$ cat src/rtl/frame_capture_ctrl.sv
// frame_capture_ctrl: Avalon-MM sequencer that captures one VGA frame into a CPU-drained pixel FIFO.
// Optional FRAME_CAP_IRQ_EN adds an irq output raised on DONE entry or first overflow.
module frame_capture_ctrl #(
    parameter int FIFO_DEPTH = 16,
    parameter int MAX_PIXELS = 307200
) (
    input  logic        clk,
    input  logic        reset,
    input  logic [31:0] writedata,
    input  logic        write,
    input  logic        chipselect,
    input  logic [1:0]  address,
    input  logic        read,
    output logic [31:0] readdata,
    input  logic [7:0]  VGA_R,
    input  logic [7:0]  VGA_G,
    input  logic [7:0]  VGA_B,
    input  logic        VGA_BLANK_n,
    input  logic        pix_en,
    input  logic        HSYNC,
    input  logic        VSYNC
`ifdef FRAME_CAP_IRQ_EN
    ,
    output logic        irq
`endif
);
    localparam int AW = $clog2(FIFO_DEPTH);
    localparam int LW = AW + 1;

    typedef enum logic [1:0] {IDLE, WAIT_VS, CAPTURE, DONE} state_t;

    state_t          state, state_nxt;
    logic [23:0]     mem [FIFO_DEPTH];
    logic [AW-1:0]   wr_ptr, rd_ptr;
    logic [LW-1:0]   level;
    logic [31:0]     pix_count, count_inc;
    logic            overflow, vsync_q;
    logic            ctrl_wr, abort, start, flush, vs_fall, pixel, empty, full, pop, push, drop;
    logic            unused_bits;

    assign ctrl_wr     = chipselect && write && address == 2'd0;
    assign abort       = ctrl_wr && writedata[1];
    assign start       = ctrl_wr && writedata[0] && !writedata[1] && (state == IDLE || state == DONE);
    assign flush       = abort || start;
    assign vs_fall     = vsync_q && !VSYNC;
    assign pixel       = state == CAPTURE && pix_en && VGA_BLANK_n && HSYNC && VSYNC;
    assign empty       = level == '0;
    assign full        = level == LW'(FIFO_DEPTH);
    assign pop         = chipselect && read && address == 2'd2 && !empty;
    // a pop frees the slot the push lands in, so a full FIFO can still accept
    assign push        = pixel && (!full || pop);
    assign drop        = pixel && full && !pop;
    assign count_inc   = (pix_count == 32'(MAX_PIXELS)) ? pix_count : pix_count + 32'd1;
    assign unused_bits = ^writedata[31:2];

    always_comb begin
        state_nxt = state;
        if (abort)
            state_nxt = IDLE;
        else if (start)
            state_nxt = WAIT_VS;
        else if (state == WAIT_VS && vs_fall)
            state_nxt = CAPTURE;
        else if (state == CAPTURE && (vs_fall || (pixel && count_inc == 32'(MAX_PIXELS))))
            state_nxt = DONE;
    end

    always_ff @(posedge clk or negedge reset) begin
        if (!reset)
            state <= IDLE;
        else
            state <= state_nxt;
    end

    always_ff @(posedge clk or negedge reset) begin
        if (!reset) begin
            vsync_q   <= 1'b1;
            wr_ptr    <= '0;
            rd_ptr    <= '0;
            level     <= '0;
            pix_count <= '0;
            overflow  <= 1'b0;
        end else begin
            vsync_q <= VSYNC;
            if (flush) begin
                wr_ptr    <= '0;
                rd_ptr    <= '0;
                level     <= '0;
                pix_count <= '0;
                overflow  <= 1'b0;
            end else begin
                if (push)
                    wr_ptr <= wr_ptr + AW'(1);
                if (pop)
                    rd_ptr <= rd_ptr + AW'(1);
                level <= level + LW'(push) - LW'(pop);
                if (pixel)
                    pix_count <= count_inc;
                if (drop)
                    overflow <= 1'b1;
            end
        end
    end

    always_ff @(posedge clk) begin
        if (push && !flush)
            mem[wr_ptr] <= {VGA_R, VGA_G, VGA_B};
    end

`ifdef FRAME_CAP_IRQ_EN
    always_ff @(posedge clk or negedge reset) begin
        if (!reset)
            irq <= 1'b0;
        else if (abort)
            irq <= 1'b0;
        else if ((state_nxt == DONE && state != DONE) || (drop && !overflow))
            irq <= 1'b1;
        else if (ctrl_wr && writedata[2])
            irq <= 1'b0;
    end
`endif

    always_comb begin
        readdata = 32'd0;
        if (address == 2'd1)
            readdata = {16'd0, 8'(level), 1'b0, overflow, full, empty, 2'b00, state};
        else if (address == 2'd2)
            readdata = empty ? 32'd0 : {mem[rd_ptr], 8'd0};
        else if (address == 2'd3)
            readdata = pix_count;
    end
endmodule

$ cat config.mk
export PLATFORM = sky130hd
export DESIGN_NAME = frame_capture_ctrl
export DESIGN_NICKNAME = d
export VERILOG_FILES = /design/src/rtl/frame_capture_ctrl.sv
export SDC_FILE = /design/constraint.sdc
export NUM_CORES = 1
export LEC_CHECK = 0
export ABC_CLOCK_PERIOD_IN_PS = 5870
export CORE_MARGIN = 4
export CORE_UTILIZATION = 40
export CTS_CLUSTER_DIAMETER = 100
export CTS_CLUSTER_SIZE = 16
export DETAILED_ROUTE_END_ITERATION = 12
export PLACE_DENSITY = 0.59
export SETUP_SLACK_MARGIN = 0.1
export SLEW_MARGIN = 20
export SYNTH_ARGS = -nofsm -noshare
export SYNTH_HDL_FRONTEND = slang
export SYNTH_SLANG_ARGS = --single-unit
export TNS_END_PERCENT = 100
$ cat constraint.sdc
create_clock -name clk -period 5.87 [get_ports clk]
set_input_delay 1.174 -clock clk [delete_from_list [all_inputs] [get_ports clk]]
set_output_delay 1.174 -clock clk [all_outputs]
set_load 0.005 [all_outputs]
### Word-level counts from Yosys, hierarchy flattened

Memories as Yosys holds them, arrays and structs flattened.
Index checks and enable logic that the tools add are counted.

| operators by class | value |
|---|---|
| equal/unequal tests | 9 |
| $add $sub $neg | 5 |
| reductions and logical operators | 39 |
| muxes and demuxes | 20 |

Operators with widths:

| cell | count |
|---|---|
| $mux W32 | 7 |
| $eq A32 B19 Y1 const B | 2 |
| $add A32 B1 Y32 const B | 1 |
| $logic_and A1 B1 Y1 | 21 |
| $mux W4 | 4 |
| $add A4 B1 Y4 const B | 2 |
| $eq A2 B2 Y1 const B | 4 |
| $mux W2 | 4 |
| $reduce_bool A2 Y1 | 4 |
| $logic_not A1 Y1 | 6 |
| $add A5 B1 Y5 | 1 |
| $eq A5 B5 Y1 const B | 1 |
| $logic_not A5 Y1 | 1 |
| $mux W5 | 1 |
| $sub A5 B1 Y5 | 1 |
| $eq A2 B1 Y1 const B | 2 |
| $logic_not A2 Y1 | 2 |
| $logic_or A1 B1 Y1 | 4 |
| $mux W1 | 4 |
| $reduce_bool A4 Y1 | 1 |

| word-level totals | value |
|---|---|
| memory bits (writable) | 384 |
| logic and storage cells | 81 |
| memories kept | 1 |
| register bits after elaboration | 49 |

Memories:

| memory | words | bits a word | read ports | clocked after memory_dff | write ports | RTL line | RTL |
|---|---|---|---|---|---|---|---|
| mem | 16 | 24 | 1 | 0 | 1 | 33 | `logic [23:0] mem [FIFO_DEPTH];` |

### Logic depth before layout (Yosys ltp)

| logic depth | value |
|---|---|
| depth after elaboration | 12 |
| depth in mapped cells | 16 |
| mapped depth without buffers | 16 |

### Least setup slack after synthesis

No wires, ideal clock.

| timing | value |
|---|---|
| path kind | in2reg |
| start | input port address[0] |
| end | memory mem[0][0], enable pin |
| cell stages on the path | 8 |
| setup slack | 1.342 ns |
| buffers on the path | 0 |
| data arrival time | 4.093 ns |
| data required time | 5.435 ns |
| setup time | 0.435 ns |
| cell sequence | nand3b_1 nor2_1 nor2_1 nor2_1 inv_1 nor2_1 nand2_1 nor3_1 |

| on the way | value |
|---|---|
| word-level cells in the longest chain between the ends | 10 |
| elaborated cells on any way between the ends | 16 |
| classes of those cells | eq/ne (1); mux (2); reduce/logical (13) |

RTL lines:

| element | RTL line | RTL |
|---|---|---|
| start, declared | 12 | `input logic [1:0] address,` |
| $logic_not A2 Y1 | 41 | `assign ctrl_wr = chipselect && write && address == 2'd0;` |
| $logic_and A1 B1 Y1 | 41 |  |
| $logic_and A1 B1 Y1 (3 in series) | 43 | `assign start = ctrl_wr && writedata[0] && !writedata[1] && (state == IDLE \|\| state == DONE);` |
| $logic_or A1 B1 Y1 | 44 | `assign flush = abort \|\| start;` |
| $logic_not A1 Y1 | 106 | `if (push && !flush)` |
| $logic_and A1 B1 Y1 * | 106 |  |
| $mux W1 * | 106 |  |
| $mux W1 (not written as such) * | 107 | `mem[wr_ptr] <= {VGA_R, VGA_G, VGA_B};` |
| end, declared | 33 |  |

Mark *: on every way between the ends. The rest lies on a longest branch, timed or not.

### Worst setup path in the final report

| timing | value |
|---|---|
| start | register rd_ptr[0] |
| end | output port readdata[18] |

| on the way | value |
|---|---|
| word-level cells in the longest chain between the ends | 4 |

RTL lines:

| element | RTL line | RTL |
|---|---|---|
| start, declared | 34 | `logic [AW-1:0] wr_ptr, rd_ptr;` |
| start signal, assigned | 95 | `rd_ptr <= rd_ptr + AW'(1);` |
| $mem_v2 Z16 W24 | -- |  |
| $mux W32 | 128 | `readdata = empty ? 32'd0 : {mem[rd_ptr], 8'd0};` |
| $mux W32 | 127 | `else if (address == 2'd2)` |
| $mux W32 | 125 | `if (address == 2'd1)` |
| end, declared | 14 | `output logic [31:0] readdata,` |

No other way between the ends.

==> flow_metrics.env <==
export IMPL_drt_iter0_drc=991
export IMPL_crit_arrival_ns=3.72
export IMPL_r2r_start="level[2]"
export IMPL_async_flop_share=0.113
export IMPL_yosysSeqAreaShare=0.698
export IMPL_synthesis_nets=1145
export IMPL_grt_pass1_vias=9543
export IMPL_worstSetupEndpointType="output pin"
export IMPL_hold_buffers=0
export IMPL_post_route_period_util=0.834
export IMPL_status="finished clean"
export IMPL_fin_nets=1213
export IMPL_grt_total_usage=0.167
export IMPL_rsz0062_at_grt="no"
export IMPL_setup_viol=0
export IMPL_drv_slew=0
export IMPL_crit_path_start_kind="flop"
export IMPL_drc=0
export IMPL_fmax_mhz=204
export IMPL_layout_commonest_cell="edfxtp_1"
export IMPL_critPathKind="flop to output pin"
export IMPL_numCtsBuffers=31
export IMPL_cts_max_path_buffers=3
export IMPL_grt_pass1_wl_microns=62800
export IMPL_synth_distinct_cells=52
export IMPL_wire_per_inst_microns=23.9
export IMPL_tightest_slew_ns=1.10
export IMPL_finalHoldViolCount=0
export IMPL_postSynthAreaPerCell_sq_um=17.2
export IMPL_gr_total_overflow=0
export IMPL_ctsResizeCount=0
export IMPL_dp_hpwl_microns=25200
export IMPL_hold_end="overflow"
export IMPL_reg2reg_to="mem[12][10]"
export IMPL_maxCapViolCount=0
export IMPL_grt_max_degree=50
export IMPL_pin_count=99
export IMPL_hold_class="flop to flop"
export IMPL_htree_levels=1
export IMPL_antenna_found_initial=4
export IMPL_relSlewSlack=0.268
export IMPL_layout_drive_gt1_share=0.196
export IMPL_drt_total_wl_microns=41700
export IMPL_die_h_microns=222
export IMPL_cts_setup_buffers=0
export IMPL_ant_nets=0
export IMPL_first_pass_iters=5
export IMPL_cp_max_fo=34
export IMPL_synth_edf_count=384
export IMPL_gp_congestion=0.867
export IMPL_row_count=78
export IMPL_viasPerCell=5.52
export IMPL_clock_latency_ns=0.59
export IMPL_area_delta_synth_final_pct=13.5
export IMPL_synth_area_sq_mm=0.0183
export IMPL_cts_tree="built"
export IMPL_powerDensity_mw_per_mm2=336
export IMPL_p_leak_nw=6.68
export IMPL_critical_path_required_ns=4.70
export IMPL_min_period_ns=4.89
export IMPL_ys_seq_elements=433
export IMPL_dieArea_sq_mm=0.0492
export IMPL_cts_clk_slew_worst_paths_ns=0.08
export IMPL_yosysWarningCount=0
export IMPL_synthCells=1062
export IMPL_r2r_slack_ns=2.10
export IMPL_ir_drop_v=0.000240
export IMPL_cts_root_buf="clkbuf_16"
export IMPL_via_count=9611
export IMPL_initial_core_util=0.404
export IMPL_final_cell_mix="384 x edfxtp_1, 120 x mux4_2, 71 x nand2_1"
export IMPL_core_area_sq_mm=0.0453
export IMPL_clock_skew_ns=0.0104
export IMPL_worst_hold_startpoint="overflow"
export IMPL_fp_dieW_microns=222
export IMPL_synth_top_flop_cell="edfxtp_1"
export IMPL_ff2ff_path_depth=12
export IMPL_power_w=0.00698
export IMPL_finalSetupTns_ns=0
export IMPL_io_buffer_count=68
export IMPL_cts_sinks=433
export IMPL_hold_depth=2
[final cells by class]
type                       count  area [sq um]
multi-input combinational    521          5210
clock buffer                  40           810
clock inverter                 4          41.3
antenna                        1          2.50
inverter                      39           146
sequential                   433         12800
timing repair buffer         104          1020
fill                        3892         24500
tap                          600           751
[worst max path at each step]
stage                from      endpoint  slack (ns)  cells past startpoint
3_5_place_dp   address[0]    mem[12][5]        0.84                     10
4_1_cts         rd_ptr[0]  readdata[15]        0.89                      6
6_report        rd_ptr[0]  readdata[18]        0.98                      6
3_3_place_gp   address[0]    mem[12][5]        0.90                     10
5_1_grt         rd_ptr[0]  readdata[15]        0.71                      6
2_1_floorplan  address[0]     mem[0][0]        1.34                      8
[logic make-up after synthesis]
| logic type | after synthesis | synth area share |
|---|---|---|
| buffers and inverters | 108 | 0.0239 |
| AND/OR/NAND/NOR | 265 | 0.0709 |
| AO/OA/AOI/OAI | 66 | 0.0216 |
| adder cells (fa/ha/maj) | 16 | 0.0114 |
| XOR/XNOR | 45 | 0.0216 |
| multiplexers | 129 | 0.153 |
| flip-flops | 433 | 0.698 |
[report_power, final]
part | switching (W) | internal [W] | total, W
registers | 0.000160 | 0.00341 | 0.00357
clock network | 0.00101 | 0.000966 | 0.00198
logic | 0.000651 | 0.000781 | 0.00143
total | 0.00182 | 0.00516 | 0.00698
[metrics by stage]
| step | hold slack, ns | worst slack [ns] | utilization | area, sq um | std cells |
|---|---|---|---|---|---|
| finish | 0.535 | 0.977 | 0.458 | 20700 | 1742 |
| global route | 0.567 | 0.705 | 0.458 | 20700 | 1741 |
| CTS | 0.538 | 0.886 | 0.458 | 20700 | 1741 |
| detailed placement | 0.517 | 0.843 | 0.439 | 19900 | 1697 |
| global placement | 0.513 | 0.902 | 0.439 | 19900 | 1697 |
| floorplan | 0.462 | 1.34 | - | 18300 | 1062 |
[cell usage after synthesis (all sizes together), types with 2 or more instances]
master	number	area (sq um)
mux4	120	2700
nor2	77	289
nand3	25	130
a21o	2	15.0
edfxtp	384	11500
clkbuf	45	169
or3	6	37.5
a21oi	13	65.1
and4	4	35.0
mux2i	5	50.1
dfrtp	48	1200
and2	5	31.3
and3	12	75.1
nand2b	4	25.0
nor2b	5	31.3
nor4	13	103
nor4b	2	17.5
ha	15	188
nor3	16	80.1
nand2	71	267
a211oi	3	22.5
buf	24	121
mux2	4	45.0
nor3b	3	22.5
o21ai	38	190
nand4	17	106
xor2	27	236
xnor2	18	158
inv	39	146
[state kept, by name (all words and copies together) (netlist names)]
name,flops
rd_ptr,4
mem,384
state,2
level,5
overflow,1
pix_count,32
vsync_q,1
wr_ptr,4
[worst max-delay path, cell delays in order, from the launching register on]
cell and delay (ns):
dfrtp_4 0.91, buf_4 0.35, mux4_2 0.54, mux4_2 0.57, inv_1 0.09, o21ai_0 0.14
clkdlybuf4s50_1 0.49
[per-layer routing]
metal  up-vias  wire (microns)  GRT usage
li1       4251               -          -
met1      5057           18500      0.246
met2       253           20500      0.274
met3        44            2140     0.0254
met4         6             546     0.0242
met5         -              30          0
(Power assumes the default switching activity.)
